===== src/rtl/uart_rx_pkg.sv =====
// uart_rx_pkg
//   Shared types and helpers for the UART RX frame checker.
//   - state_t           : frame checker FSM states
//   - PAR_EVEN/PAR_ODD  : encodings of the par_typ configuration input
//   - MAX_DATA_WIDTH    : widest supported data word (used to pad parity input)
//   - bit_cnt_width()   : width of a counter able to hold 0..n
//   - expected_parity() : parity bit the transmitter should have sent
package uart_rx_pkg;

    typedef enum logic [2:0] {
        IDLE   = 3'd0,
        DATA   = 3'd1,
        PARITY = 3'd2,
        STOP1  = 3'd3,
        STOP2  = 3'd4,
        DONE   = 3'd5
    } state_t;

    localparam logic PAR_EVEN = 1'b0;
    localparam logic PAR_ODD  = 1'b1;

    localparam int MAX_DATA_WIDTH = 9;

    function automatic int bit_cnt_width(input int n);
        return $clog2(n + 1);
    endfunction

    // Zero padding above the real data width does not change the XOR reduction.
    function automatic logic expected_parity(input logic [MAX_DATA_WIDTH-1:0] data,
                                             input logic                      typ);
        if (typ == PAR_ODD) begin
            return ~^data;
        end else begin
            return ^data;
        end
    endfunction

endpackage


===== src/rtl/uart_rx_frame_check_if.sv =====
// uart_rx_frame_check_if
//   Bundles the sampler-side inputs and the frame-result outputs of the
//   UART RX frame checker.
//   master : the sampler/consumer side (drives frame_start, bit_valid,
//            sampled_bit, config and cnt_clr; observes results)
//   slave  : the frame checker itself
interface uart_rx_frame_check_if #(
    parameter int DATA_WIDTH = 8,
    parameter int CNT_WIDTH  = 8
);

    logic                  frame_start;
    logic                  bit_valid;
    logic                  sampled_bit;
    logic                  par_en;
    logic                  par_typ;
    logic                  stop2;
    logic                  cnt_clr;
    logic [DATA_WIDTH-1:0] rx_data;
    logic                  frame_done;
    logic                  data_valid;
    logic                  par_err;
    logic                  stp_err;
    logic                  busy;
    logic [CNT_WIDTH-1:0]  par_err_cnt;
    logic [CNT_WIDTH-1:0]  stp_err_cnt;

    modport master (
        output frame_start, bit_valid, sampled_bit, par_en, par_typ, stop2, cnt_clr,
        input  rx_data, frame_done, data_valid, par_err, stp_err, busy,
               par_err_cnt, stp_err_cnt
    );

    modport slave (
        input  frame_start, bit_valid, sampled_bit, par_en, par_typ, stop2, cnt_clr,
        output rx_data, frame_done, data_valid, par_err, stp_err, busy,
               par_err_cnt, stp_err_cnt
    );

endinterface


===== src/rtl/uart_err_counter.sv =====
// uart_err_counter
//   Saturating event counter. Clear has priority over a same-cycle increment.
//   CLK   in  system clock
//   RST   in  synchronous active-low reset
//   inc   in  count one event (ignored at all-ones)
//   clr   in  force count to zero
//   count out current count
module uart_err_counter #(
    parameter int CNT_WIDTH = 8
) (
    input  logic                 CLK,
    input  logic                 RST,
    input  logic                 inc,
    input  logic                 clr,
    output logic [CNT_WIDTH-1:0] count
);

    logic [CNT_WIDTH-1:0] count_r;

    // Count register: clear beats increment, increment stops at all-ones.
    always_ff @(posedge CLK) begin
        if (!RST) begin
            count_r <= '0;
        end else if (clr) begin
            count_r <= '0;
        end else if (inc && (count_r != {CNT_WIDTH{1'b1}})) begin
            count_r <= count_r + {{(CNT_WIDTH-1){1'b0}}, 1'b1};
        end else begin
            count_r <= count_r;
        end
    end

    assign count = count_r;

endmodule


===== src/rtl/uart_rx_frame_check.sv =====
// uart_rx_frame_check
//   UART RX frame checker: deserialises DATA_WIDTH bits LSB-first, checks an
//   optional even/odd parity bit and one or two stop bits, and keeps
//   saturating parity/stop error counters.
//   CLK  in     system clock, all logic on posedge
//   RST  in     synchronous active-low reset
//   rx   slave  frame_start/bit_valid/sampled_bit/config/cnt_clr in;
//               rx_data, frame_done, data_valid, par_err, stp_err, busy,
//               par_err_cnt, stp_err_cnt out (all registered)
module uart_rx_frame_check
    import uart_rx_pkg::*;
#(
    parameter int DATA_WIDTH = 8,
    parameter int CNT_WIDTH  = 8
) (
    input  logic                  CLK,
    input  logic                  RST,
    uart_rx_frame_check_if.slave  rx
);

    localparam int                BCW      = bit_cnt_width(DATA_WIDTH);
    localparam logic [BCW-1:0]    LAST_BIT = BCW'(DATA_WIDTH - 1);

    state_t                      state_r;
    state_t                      state_s;
    logic [BCW-1:0]              bit_cnt_r;
    logic [DATA_WIDTH-1:0]       shift_r;
    logic                        par_en_r;
    logic                        par_typ_r;
    logic                        stop2_r;
    logic                        frame_par_err_r;
    logic                        frame_stp_err_r;

    logic [DATA_WIDTH-1:0]       rx_data_r;
    logic                        frame_done_r;
    logic                        data_valid_r;
    logic                        par_err_r;
    logic                        stp_err_r;
    logic                        busy_r;

    logic [MAX_DATA_WIDTH-1:0]   shift_pad_s;
    logic                        par_exp_s;
    logic                        stp_final_s;
    logic                        finish_s;
    logic [CNT_WIDTH-1:0]        par_cnt_s;
    logic [CNT_WIDTH-1:0]        stp_cnt_s;

    // FSM state register.
    always_ff @(posedge CLK) begin
        if (!RST) begin
            state_r <= IDLE;
        end else begin
            state_r <= state_s;
        end
    end

    // FSM next state; frame_start restarts from any state and hides a same-cycle bit.
    always_comb begin
        state_s = state_r;
        case (state_r)
            IDLE: begin
                if (rx.frame_start) begin
                    state_s = DATA;
                end else begin
                    state_s = IDLE;
                end
            end
            DATA: begin
                if (rx.frame_start) begin
                    state_s = DATA;
                end else if (rx.bit_valid && (bit_cnt_r == LAST_BIT)) begin
                    state_s = par_en_r ? PARITY : STOP1;
                end else begin
                    state_s = DATA;
                end
            end
            PARITY: begin
                if (rx.frame_start) begin
                    state_s = DATA;
                end else if (rx.bit_valid) begin
                    state_s = STOP1;
                end else begin
                    state_s = PARITY;
                end
            end
            STOP1: begin
                if (rx.frame_start) begin
                    state_s = DATA;
                end else if (rx.bit_valid) begin
                    state_s = stop2_r ? STOP2 : DONE;
                end else begin
                    state_s = STOP1;
                end
            end
            STOP2: begin
                if (rx.frame_start) begin
                    state_s = DATA;
                end else if (rx.bit_valid) begin
                    state_s = DONE;
                end else begin
                    state_s = STOP2;
                end
            end
            DONE: begin
                if (rx.frame_start) begin
                    state_s = DATA;
                end else begin
                    state_s = IDLE;
                end
            end
            default: begin
                state_s = IDLE;
            end
        endcase
    end

    // Datapath helpers: padded parity input, stop flag including the current bit,
    // and the edge that moves the FSM into DONE (only reachable from a stop state).
    always_comb begin
        shift_pad_s                 = '0;
        shift_pad_s[DATA_WIDTH-1:0] = shift_r;
        par_exp_s                   = expected_parity(shift_pad_s, par_typ_r);
        stp_final_s                 = frame_stp_err_r | ~rx.sampled_bit;
        finish_s                    = (state_s == DONE);
    end

    // Frame datapath and registered results; results load on the edge entering DONE
    // so they are visible during the DONE cycle and hold until the next frame ends.
    always_ff @(posedge CLK) begin
        if (!RST) begin
            bit_cnt_r       <= '0;
            shift_r         <= '0;
            par_en_r        <= 1'b0;
            par_typ_r       <= 1'b0;
            stop2_r         <= 1'b0;
            frame_par_err_r <= 1'b0;
            frame_stp_err_r <= 1'b0;
            rx_data_r       <= '0;
            frame_done_r    <= 1'b0;
            data_valid_r    <= 1'b0;
            par_err_r       <= 1'b0;
            stp_err_r       <= 1'b0;
            busy_r          <= 1'b0;
        end else begin
            if (rx.frame_start) begin
                par_en_r        <= rx.par_en;
                par_typ_r       <= rx.par_typ;
                stop2_r         <= rx.stop2;
                bit_cnt_r       <= '0;
                shift_r         <= '0;
                frame_par_err_r <= 1'b0;
                frame_stp_err_r <= 1'b0;
            end else if (rx.bit_valid) begin
                case (state_r)
                    DATA: begin
                        shift_r   <= {rx.sampled_bit, shift_r[DATA_WIDTH-1:1]};
                        bit_cnt_r <= bit_cnt_r + {{(BCW-1){1'b0}}, 1'b1};
                    end
                    PARITY: begin
                        frame_par_err_r <= (rx.sampled_bit != par_exp_s);
                    end
                    STOP1, STOP2: begin
                        frame_stp_err_r <= stp_final_s;
                    end
                    default: begin
                        shift_r <= shift_r;
                    end
                endcase
            end else begin
                shift_r <= shift_r;
            end

            frame_done_r <= finish_s;
            data_valid_r <= finish_s & ~(frame_par_err_r | stp_final_s);
            if (finish_s) begin
                rx_data_r <= shift_r;
                par_err_r <= frame_par_err_r;
                stp_err_r <= stp_final_s;
            end else begin
                rx_data_r <= rx_data_r;
            end
            busy_r <= (state_s != IDLE);
        end
    end

    // Counters step at the end of the DONE cycle, from the already-registered flags.
    uart_err_counter #(.CNT_WIDTH(CNT_WIDTH)) u_par_cnt (
        .CLK   (CLK),
        .RST   (RST),
        .inc   ((state_r == DONE) && par_err_r),
        .clr   (rx.cnt_clr),
        .count (par_cnt_s)
    );

    uart_err_counter #(.CNT_WIDTH(CNT_WIDTH)) u_stp_cnt (
        .CLK   (CLK),
        .RST   (RST),
        .inc   ((state_r == DONE) && stp_err_r),
        .clr   (rx.cnt_clr),
        .count (stp_cnt_s)
    );

    assign rx.rx_data     = rx_data_r;
    assign rx.frame_done  = frame_done_r;
    assign rx.data_valid  = data_valid_r;
    assign rx.par_err     = par_err_r;
    assign rx.stp_err     = stp_err_r;
    assign rx.busy        = busy_r;
    assign rx.par_err_cnt = par_cnt_s;
    assign rx.stp_err_cnt = stp_cnt_s;

endmodule


===== src/flat_wrapper.sv =====
// flat-port wrapper written by rule: the top's interface ports become plain ports
module uart_rx_frame_check_flat import uart_rx_pkg::*;
#(
    parameter int DATA_WIDTH = 8,
    parameter int CNT_WIDTH  = 8
)
  (CLK, RST, rx_frame_start, rx_bit_valid, rx_sampled_bit, rx_par_en, rx_par_typ, rx_stop2, rx_cnt_clr, rx_rx_data, rx_frame_done, rx_data_valid, rx_par_err, rx_stp_err, rx_busy, rx_par_err_cnt, rx_stp_err_cnt);
  uart_rx_frame_check_if #(.DATA_WIDTH(DATA_WIDTH), .CNT_WIDTH(CNT_WIDTH)) rx_i ();
  input  logic CLK;
  input  logic RST;
  input wire logic [$bits(rx_i.frame_start)-1:0] rx_frame_start;
  input wire logic [$bits(rx_i.bit_valid)-1:0] rx_bit_valid;
  input wire logic [$bits(rx_i.sampled_bit)-1:0] rx_sampled_bit;
  input wire logic [$bits(rx_i.par_en)-1:0] rx_par_en;
  input wire logic [$bits(rx_i.par_typ)-1:0] rx_par_typ;
  input wire logic [$bits(rx_i.stop2)-1:0] rx_stop2;
  input wire logic [$bits(rx_i.cnt_clr)-1:0] rx_cnt_clr;
  output wire logic [$bits(rx_i.rx_data)-1:0] rx_rx_data;
  output wire logic [$bits(rx_i.frame_done)-1:0] rx_frame_done;
  output wire logic [$bits(rx_i.data_valid)-1:0] rx_data_valid;
  output wire logic [$bits(rx_i.par_err)-1:0] rx_par_err;
  output wire logic [$bits(rx_i.stp_err)-1:0] rx_stp_err;
  output wire logic [$bits(rx_i.busy)-1:0] rx_busy;
  output wire logic [$bits(rx_i.par_err_cnt)-1:0] rx_par_err_cnt;
  output wire logic [$bits(rx_i.stp_err_cnt)-1:0] rx_stp_err_cnt;
  assign rx_i.frame_start = rx_frame_start;
  assign rx_i.bit_valid = rx_bit_valid;
  assign rx_i.sampled_bit = rx_sampled_bit;
  assign rx_i.par_en = rx_par_en;
  assign rx_i.par_typ = rx_par_typ;
  assign rx_i.stop2 = rx_stop2;
  assign rx_i.cnt_clr = rx_cnt_clr;
  assign rx_rx_data = rx_i.rx_data;
  assign rx_frame_done = rx_i.frame_done;
  assign rx_data_valid = rx_i.data_valid;
  assign rx_par_err = rx_i.par_err;
  assign rx_stp_err = rx_i.stp_err;
  assign rx_busy = rx_i.busy;
  assign rx_par_err_cnt = rx_i.par_err_cnt;
  assign rx_stp_err_cnt = rx_i.stp_err_cnt;
  uart_rx_frame_check #(.DATA_WIDTH(DATA_WIDTH), .CNT_WIDTH(CNT_WIDTH)) u_core (.CLK(CLK), .RST(RST), .rx(rx_i));
endmodule

===== config.mk =====
export PLATFORM = sky130hd
export DESIGN_NAME = uart_rx_frame_check_flat
export DESIGN_NICKNAME = d
export VERILOG_FILES = /design/src/rtl/uart_rx_pkg.sv /design/src/rtl/uart_rx_frame_check_if.sv /design/src/rtl/uart_err_counter.sv /design/src/rtl/uart_rx_frame_check.sv /design/src/flat_wrapper.sv
export SDC_FILE = /design/constraint.sdc
export NUM_CORES = 1
export LEC_CHECK = 0
export CORE_UTILIZATION = 52
export DETAILED_ROUTE_END_ITERATION = 8
export GPL_ROUTABILITY_DRIVEN = 0
export HOLD_SLACK_MARGIN = 0.03
export PLACE_DENSITY = 0.76
export SLEW_MARGIN = 20
export SYNTH_ARGS = -nofsm -noshare
export SYNTH_HDL_FRONTEND = slang
export SYNTH_SLANG_ARGS = --single-unit

===== constraint.sdc =====
create_clock -name CLK -period 2.3 [get_ports CLK]
set_clock_uncertainty 0.1 [all_clocks]
set_input_delay 0.345 -clock CLK [delete_from_list [all_inputs] [get_ports CLK]]
set_output_delay 0.345 -clock CLK [all_outputs]
set_load 0.1 [all_outputs]

==> results.cfg, run 1 <==
[run_status]
status = completed

[setup_path]
required_ns = 2.36
crit_type = flip-flop to flip-flop
critPathCaptureType = flip-flop
cp.arrival_ns = 1.98
cp_max_fo = 11
worst-r2r-setup-slack_ns = 0.38
cp-start-kind = flip-flop

[detailed_routing]
vias = 1696
drtAntennaViolNets = 0
wl_per_cell_um = 12.1
wl_um = 3980
via_per_inst = 5.17
first_iter_violations = 62
drc = 0
first_pass_iters = 4

[power]
power_density_nw_per_um2 = 568
leakagePower_nw = 0.957
ir_worst_vdd_v = 0.000325

[synth]
async_reset_ff_frac = 0
syn_inst = 242
syn_area_sq_um = 2170
synth_nets = 254
synth_edf_count = 0
yosysMostFrequentCell = dfxtp_1
syn_avg_cell_area_sq_um = 8.95
yosys.area.top_type_share = 0.453
yosysWarningCount = 0
yosys_register_bits = 49
yosys-top-cells-area = dfxtp_1, nand2_1, xnor2_1
yosysSeqAreaShare = 0.453
synth_cell_type_count = 35
yosysTopAreaCell = dfxtp_1
synth_commonest_cells = dfxtp_1, nand2_1, nor2_1
synthFlopType = dfxtp_1

[grt]
overflow = 0
grt_use_total = 0.207
grt_pass1_wl_um = 6890
grt_max_degree = 21
grt_pass1_vias = 1590
antenna_found_initial = 0

[die]
initial_utilization = 0.541
floorplan.core_area_sq_um = 4000
chipHeight_um = 66.5
rows = 23
pin_count = 38
dieWidth_um = 66.5
die_area_sq_um = 4430

[final_layout]
drive_gt1_frac = 0.155
final_area_sq_um = 2570
final_util = 0.643
seq_area_sq_um = 981
multi_input_area_sq_um = 1100
insertedDiodeCount = 0
final_nets = 290
syn_to_final_growth_pct = 18.8
n_fill_cell = 351

[clock_tree]
cts_hold_buf = 0
cts_resized = 0
numCtsBuffers = 5
htree_levels = 2
clockBufferDepth = 2
clock_latency_ns = 0.30
clockRootBuffer = clkbuf_8
clkTransAtPathRegs_ns = 0.08
clock-sinks = 49
cts_tree = done
cts_setup_buffers = 0

[sta]
min_period_ns = 1.92
slew_headroom = 0.601
worst_pin_slew_ns = 0.599
final_max_slew_viol_count = 0
fin_setup_tns_ns = 0
grt_setup_unrepaired = false
fmax_mhz = 521
setup_viol = 0
finalCritPeriodShare = 0.835
finalHoldViolCount = 0

[flow_run]
cap_violations = 0

[placed_design]
port_buffers = 37
dp_hpwl_um = 2880
dpl_cell_area_sq_um = 2480

[min_path]
hp-class = flip-flop to flip-flop
path summary, 6_finish.rpt:
| check | depth (start not counted) | startpoint | endpoint |
|---|---|---|---|
| max | 5 | u_core.state_r[0] | u_core.u_stp_cnt.count[5] |
| min reg2reg | 2 | u_core.rx.rx_data[5] | u_core.rx.rx_data[5] |
| max reg2reg | 5 | u_core.state_r[0] | u_core.u_stp_cnt.count[5] |
| min | 2 | u_core.rx.rx_data[5] | u_core.rx.rx_data[5] |
critical path, stage by stage, from the launching register on:
cell and delay [ns]:
dfxtp_1 0.56, nand4b_1 0.24, a311oi_1 0.53, nand3_1 0.16, xor2_1 0.15, nor2_1 0.06
sequential cells by signal, summed over array words and instances, names as in the netlist:
signal and cells:
u_core.rx.rx_data 8, u_core.shift_r 8, u_core.u_par_cnt.count 8, u_core.u_stp_cnt.count 8
u_core.bit_cnt_r 4, u_core.state_r 3, u_core.frame_par_err_r 1, u_core.frame_stp_err_r 1
u_core.par_en_r 1, u_core.par_typ_r 1, u_core.rx.busy 1, u_core.rx.data_valid 1
u_core.rx.frame_done 1, u_core.rx.par_err 1, u_core.rx.stp_err 1, u_core.stop2_r 1
report_power, final:
part / internal (mW) / switching, mW / leakage [nW]
clock: 0.238 / 0.269 / 0.0433
combinational: 0.0389 / 0.0529 / 0.518
sequential: 0.854 / 0.00736 / 0.396
cell families after synthesis:
group                    count (synthesis)  synth area share
AO/OA/AOI/OAI                           24            0.0699
XOR/XNOR                                27             0.109
AND/OR/NAND/NOR                        110             0.245
flip-flops                              49             0.453
multiplexers                            14            0.0647
adder cells (fa/ha/maj)                  3            0.0173
buffers and inverters                   15            0.0410
metal layers:
metal  up-vias  track usage  part of all wire
met5         -            0                 0
met4         0       0.0718             0.014
met3         6       0.0582             0.053
met2        35        0.358              0.48
met1       772        0.244              0.45
li1        883            -                 -
cell type report:
| cell class | instances | area share |
|---|---|---|
| Clock buffer | 6 | 0.0321 |
| Timing Repair Buffer | 42 | 0.130 |
| Inverter | 2 | 0.00292 |
| Multi-Input combinational cell | 178 | 0.426 |
| Tap cell | 50 | 0.0243 |
| Sequential cell | 49 | 0.381 |
| Clock inverter | 1 | 0.00292 |
placed cells by master, fill, tap and decap left out, types with 2 or more instances in the layout:
| cell type | n |
|---|---|
| a211oi_1 | 3 |
| a21oi_1 | 12 |
| a311oi_1 | 2 |
| a41oi_1 | 2 |
| and2_1 | 2 |
| and3_1 | 5 |
| and3b_1 | 2 |
| and4_1 | 2 |
| buf_4 | 34 |
| clkbuf_8 | 6 |
| clkdlybuf4s50_1 | 8 |
| dfxtp_1 | 49 |
| ha_1 | 3 |
| inv_1 | 2 |
| mux2i_1 | 14 |
| nand2_1 | 47 |
| nand2b_1 | 5 |
| nand3_1 | 8 |
| nand4_1 | 3 |
| nand4b_1 | 2 |
| nor2_1 | 23 |
| nor2b_1 | 5 |
| nor3b_1 | 2 |
| xnor2_1 | 17 |
| xor2_1 | 10 |
through the flow:
step	instances	hold WS [ns]	setup slack (ns)	total power, mW
floorplan	242	0.328	0.0601	0.945
global placement	321	0.344	0.207	0.974
detailed placement	321	0.347	0.154	0.974
CTS	328	0.363	0.370	1.48
global route	328	0.380	0.212	1.53
finish	328	0.360	0.380	1.46
(Power assumes the default switching activity.)
==> run 2, diff against run 1 <==
--- a/config.mk
+++ b/config.mk
@@ -5,11 +5,11 @@
 export SDC_FILE = /design/constraint.sdc
 export NUM_CORES = 1
 export LEC_CHECK = 0
-export CORE_UTILIZATION = 52
+export CORE_UTILIZATION = 47
 export DETAILED_ROUTE_END_ITERATION = 8
 export GPL_ROUTABILITY_DRIVEN = 0
 export HOLD_SLACK_MARGIN = 0.03
-export PLACE_DENSITY = 0.76
+export PLACE_DENSITY = 0.72
 export SLEW_MARGIN = 20
 export SYNTH_ARGS = -nofsm -noshare
 export SYNTH_HDL_FRONTEND = slang
==> constraint.sdc (replaced) <==
create_clock -name CLK -period 1.6 [get_ports CLK]
set_clock_uncertainty 0.1 [all_clocks]
set_input_delay 0.24 -clock CLK [delete_from_list [all_inputs] [get_ports CLK]]
set_output_delay 0.24 -clock CLK [all_outputs]
set_load 0.1 [all_outputs]
==> results.cfg, run 2 (synthesis results as in run 1) <==
[run_status]
status = finished, violations left
violations = negative setup slack

[detailed_routing]
drtAntennaViolNets = 0
dr_wl_met3_um = 173
wl_met1_um = 2090
via_per_inst = 5.13
wl_met2_um = 2540
wl_um = 4880
first_pass_iters = 4
drc = 0
first_iter_violations = 81
wl_per_cell_um = 13.0
vias = 1929
top_layer_used = met4

[grt]
grt_max_degree = 21
overflow = 0
grt_use_total = 0.195
grt_pass1_wl_um = 7680
antenna_found_initial = 0
grt_pass1_vias = 1831

[die]
rows = 24
pin_count = 38
initial_utilization = 0.494
dieWidth_um = 69.9
die_area_sq_um = 4880
chipHeight_um = 69.9
floorplan.core_area_sq_um = 4380

[min_path]
whs_endpoint = u_core.frame_stp_err_r
min_from = u_core.frame_stp_err_r
whs_path_depth = 2
hp-class = flip-flop to flip-flop

[final_layout]
final_util = 0.792
final_nets = 335
drive_gt1_frac = 0.395
syn_to_final_growth_pct = 60.4
insertedDiodeCount = 0
layout_common_cells = nand2_1, buf_4, buf_12

[clock_tree]
cts_tree = done
clockBufferDepth = 2
htree_levels = 2
clock_latency_ns = 0.30
clock-sinks = 49
clkTransAtPathRegs_ns = 0.09
clockRootBuffer = clkbuf_8
numCtsBuffers = 5

[setup_path]
cp_cell_sequence = or3b_4 > o21ai_2 > a221o_1 > and2_4 > mux2i_1
slowest_stage = or3b_4
critPathCaptureType = flip-flop
required_ns = 1.73
r2r-start = u_core.state_r[0]
cp_max_fo = 5
crit_type = flip-flop to flip-flop
rr_worst_depth = 5
cpPeakStageDelay_ns = 0.40
worst-r2r-setup-slack_ns = -0.12
reg2reg_to = u_core.rx.rx_data[4]
cp.arrival_ns = 1.85
cp-start-kind = flip-flop

[sta]
finalCritPeriodShare = 1.07
worst_pin_slew_ns = 0.349
min_period_ns = 1.72
setup_viol = 22
grt_setup_unrepaired = true
slew_headroom = 0.767
finalHoldViolCount = 0
fin_ws_ns = -0.119
fmax_mhz = 582
fin_hold_ws_ns = 0.371
final_max_slew_viol_count = 0

[power]
leakagePower_nw = 1.30
ir_worst_vdd_v = 0.000732
power_mw = 2.14
power_density_nw_per_um2 = 617

[placed_design]
dp_hpwl_um = 3190
port_buffers = 37

[flow_run]
cap_violations = 0
[run 2: cell count changes in the layout (fill, tap and decap cells not counted), sizes merged]
cell / previous run / this run
clkinv: 0 / 2
and2: 3 / 4
buf: 34 / 78
clkinvlp: 1 / 0
[run 2: worst max-delay path: cells and delay by family, from the launching register on]
kind	cells	cell delay, ns
simple gates	2	0.65
flops	1	0.37
compound gates	2	0.34
mux	1	0.20
[run 2: cell type report]
class	instances	area [sq um]
sequential	49	1050
fill	266	911
clock buffer	6	82.6
multi-input combinational	179	1190
tap	52	65.1
timing repair buffer	86	1060
clock inverter	2	13.8
inverter	2	7.51
[run 2: worst max path at each step]
stage	from	to	depth (start not counted)
floorplan	u_core.u_par_cnt.count[0]	u_core.u_par_cnt.count[5]	5
global placement	rx_bit_valid	u_core.rx.rx_data[2]	6
detailed placement	rx_bit_valid	u_core.rx.rx_data[4]	6
CTS	u_core.state_r[0]	u_core.rx.rx_data[4]	5
global route	u_core.state_r[0]	u_core.rx.rx_data[3]	6
finish	u_core.state_r[0]	u_core.rx.rx_data[4]	5
[run 2: through the flow]
step,setup slack (ns),instance area (sq um),setup TNS [ns],instances
after global routing,-0.191,3470,-3.14,376
after detailed placement,-0.361,3190,-5.92,358
final,-0.119,3470,-1.31,376
after CTS,-0.112,3370,-0.900,374
after floorplan,-0.0823,2240,-0.963,242
after global placement,-0.336,3190,-5.66,358
[run 2: layer usage]
metal	vias up	GRT usage
met5	-	0
met4	0	0.0644
met2	39	0.360
met1	903	0.219
met3	11	0.0447
li1	976	-
[run 2: power breakdown]
part / switching (mW) / internal, mW / total, mW / leakage [nW]
Sequential: 0.00885 / 1.20 / 1.21 / 0.413
Combinational: 0.0916 / 0.0854 / 0.177 / 0.841
Clock: 0.408 / 0.351 / 0.759 / 0.0512
[run 2: timing repair]
action	in CTS	in global routing
hold buffers	0	0
gates resized for setup	9	18
setup buffers	7	2
pin swaps	3	14
setup endpoints to repair	25	24
gates cloned	1	0
==> run 3, diff against run 2 <==
--- a/config.mk
+++ b/config.mk
@@ -10,6 +10,7 @@
 export GPL_ROUTABILITY_DRIVEN = 0
 export HOLD_SLACK_MARGIN = 0.03
 export PLACE_DENSITY = 0.72
+export SETUP_SLACK_MARGIN = 0.05
 export SLEW_MARGIN = 20
 export SYNTH_ARGS = -nofsm -noshare
 export SYNTH_HDL_FRONTEND = slang
==> results.cfg, run 3 (synthesis results as in run 1) <==
[sta]
worst_pin_slew_ns = 0.288
min_period_ns = 1.69
setup_viol = 13
fin_ws_ns = -0.0925
finalCritPeriodShare = 1.06
grt_setup_unrepaired = true
slew_headroom = 0.807
fmax_mhz = 591
finalHoldViolCount = 0
final_max_slew_viol_count = 0
fin_setup_tns_ns = -0.674

[detailed_routing]
wl_um = 4490
wl_per_cell_um = 12.6
drtAntennaViolNets = 0
first_pass_iters = 5
vias = 1852
via_per_inst = 5.20
first_iter_violations = 53
drc = 0

[die]
chipHeight_um = 69.9
die_area_sq_um = 4880
initial_utilization = 0.494
pin_count = 38
rows = 24
dieWidth_um = 69.9
floorplan.core_area_sq_um = 4380

[final_layout]
syn_to_final_growth_pct = 54.9
insertedDiodeCount = 0
final_common_cell = nand2_1
n_fill_cell = 312
final_nets = 315
layout_common_cells = nand2_1, buf_12, dfxtp_1
drive_gt1_frac = 0.359

[power]
leakagePower_nw = 1.21
power_density_nw_per_um2 = 640
p_seq_frac = 0.563
p_sw_mw = 0.512
p_comb_frac = 0.081
ir_worst_vdd_v = 0.000571
intPower_mw = 1.64
power_frac_clock = 0.356
p_sw_frac = 0.238

[clock_tree]
clockBufferDepth = 2
clockRootBuffer = clkbuf_8
clock-sinks = 49
clkTransAtPathRegs_ns = 0.09
htree_levels = 2
clock_latency_ns = 0.30
numCtsBuffers = 5
cts_hold_buf = 0
cts_tree = done

[run_status]
status = finished, violations left
violations = negative setup slack

[setup_path]
cp_max_fo = 5
path_buf_inv = 1
cp-start-kind = flip-flop
cp_cell_sequence = buf_6 > nand2b_1 > nor2_1 > a221o_1 > and2_4 > mux2i_1
slowest_stage = dfxtp_2
critPathCaptureType = flip-flop
crit_type = flip-flop to flip-flop
cp.arrival_ns = 1.82
cpPeakStageDelay_ns = 0.34
cp_top_family = simple AND/OR/NAND/NOR gates
required_ns = 1.73

[grt]
grt_use_total = 0.190
grt_pass1_wl_um = 7460
grt_max_degree = 20
overflow = 0
grt_pass1_vias = 1709
antenna_found_initial = 0

[placed_design]
dp_hpwl_um = 3240
port_buffers = 37
dp_slack_ns = -0.403

[flow_run]
cap_violations = 0

[min_path]
hp-class = input pin to flip-flop
run 3: area by class of cell:
| class | count | area, sq um | share of cell area |
|---|---|---|---|
| Clock buffer | 6 | 82.6 | 0.0246 |
| Clock inverter | 2 | 13.8 | 0.00410 |
| Inverter | 2 | 7.51 | 0.00224 |
| Multi-Input combinational cell | 179 | 1240 | 0.369 |
| Sequential cell | 49 | 1050 | 0.314 |
| Tap cell | 52 | 65.1 | 0.0194 |
| Timing Repair Buffer | 66 | 896 | 0.267 |
run 3: tightest hold or removal path, stage by stage:
cell and delay, ns:
dlymetal6s2s_1 0.21, a21oi_1 0.11, nor2b_1 0.09
run 3: timing repair:
action	4_1_cts	5_1_grt
gates resized for setup	13	9
setup endpoints to repair	27	37
pin swaps	5	2
buffers inserted	2	2
cloned	1	0
run 3: routing by layer:
layer | vias to the layer above | share of wire | global-route usage
met3 | 9 | 0.039 | 0.0476
met5 | - | 0 | 0
met2 | 46 | 0.49 | 0.334
met1 | 866 | 0.46 | 0.220
li1 | 931 | - | -
met4 | 0 | 0.013 | 0.0711
run 3: final timing paths:
| path | start | endpoint | slack, ns | cells past startpoint |
|---|---|---|---|---|
| min | rx_frame_start | u_core.par_en_r | 0.30 | 3 |
| max | u_core.state_r[2] | u_core.rx.stp_err | -0.09 | 6 |
| min reg2reg | u_core.frame_stp_err_r | u_core.frame_stp_err_r | 0.37 | 2 |
| max reg2reg | u_core.state_r[2] | u_core.rx.stp_err | -0.09 | 6 |
run 3: power groups by stage:
stage / registers (mW) / logic [mW] / clock network, mW
final: 1.21 / 0.173 / 0.765
after floorplan: 1.25 / 0.0815 / 0
after global routing: 1.21 / 0.187 / 0.839
after CTS: 1.21 / 0.169 / 0.795
after global placement: 1.24 / 0.157 / 0
after detailed placement: 1.24 / 0.159 / 0
run 3: metrics by stage:
| step | power (mW) | utilization | instance area, sq um | std cells | hold WS (ns) |
|---|---|---|---|---|---|
| after floorplan | 1.33 | - | 2310 | 242 | 0.276 |
| after global placement | 1.40 | 0.715 | 3130 | 343 | 0.348 |
| after detailed placement | 1.40 | 0.715 | 3130 | 343 | 0.357 |
| after CTS | 2.17 | 0.753 | 3300 | 354 | 0.381 |
| after global routing | 2.24 | 0.765 | 3360 | 356 | 0.326 |
| final | 2.15 | 0.765 | 3360 | 356 | 0.295 |
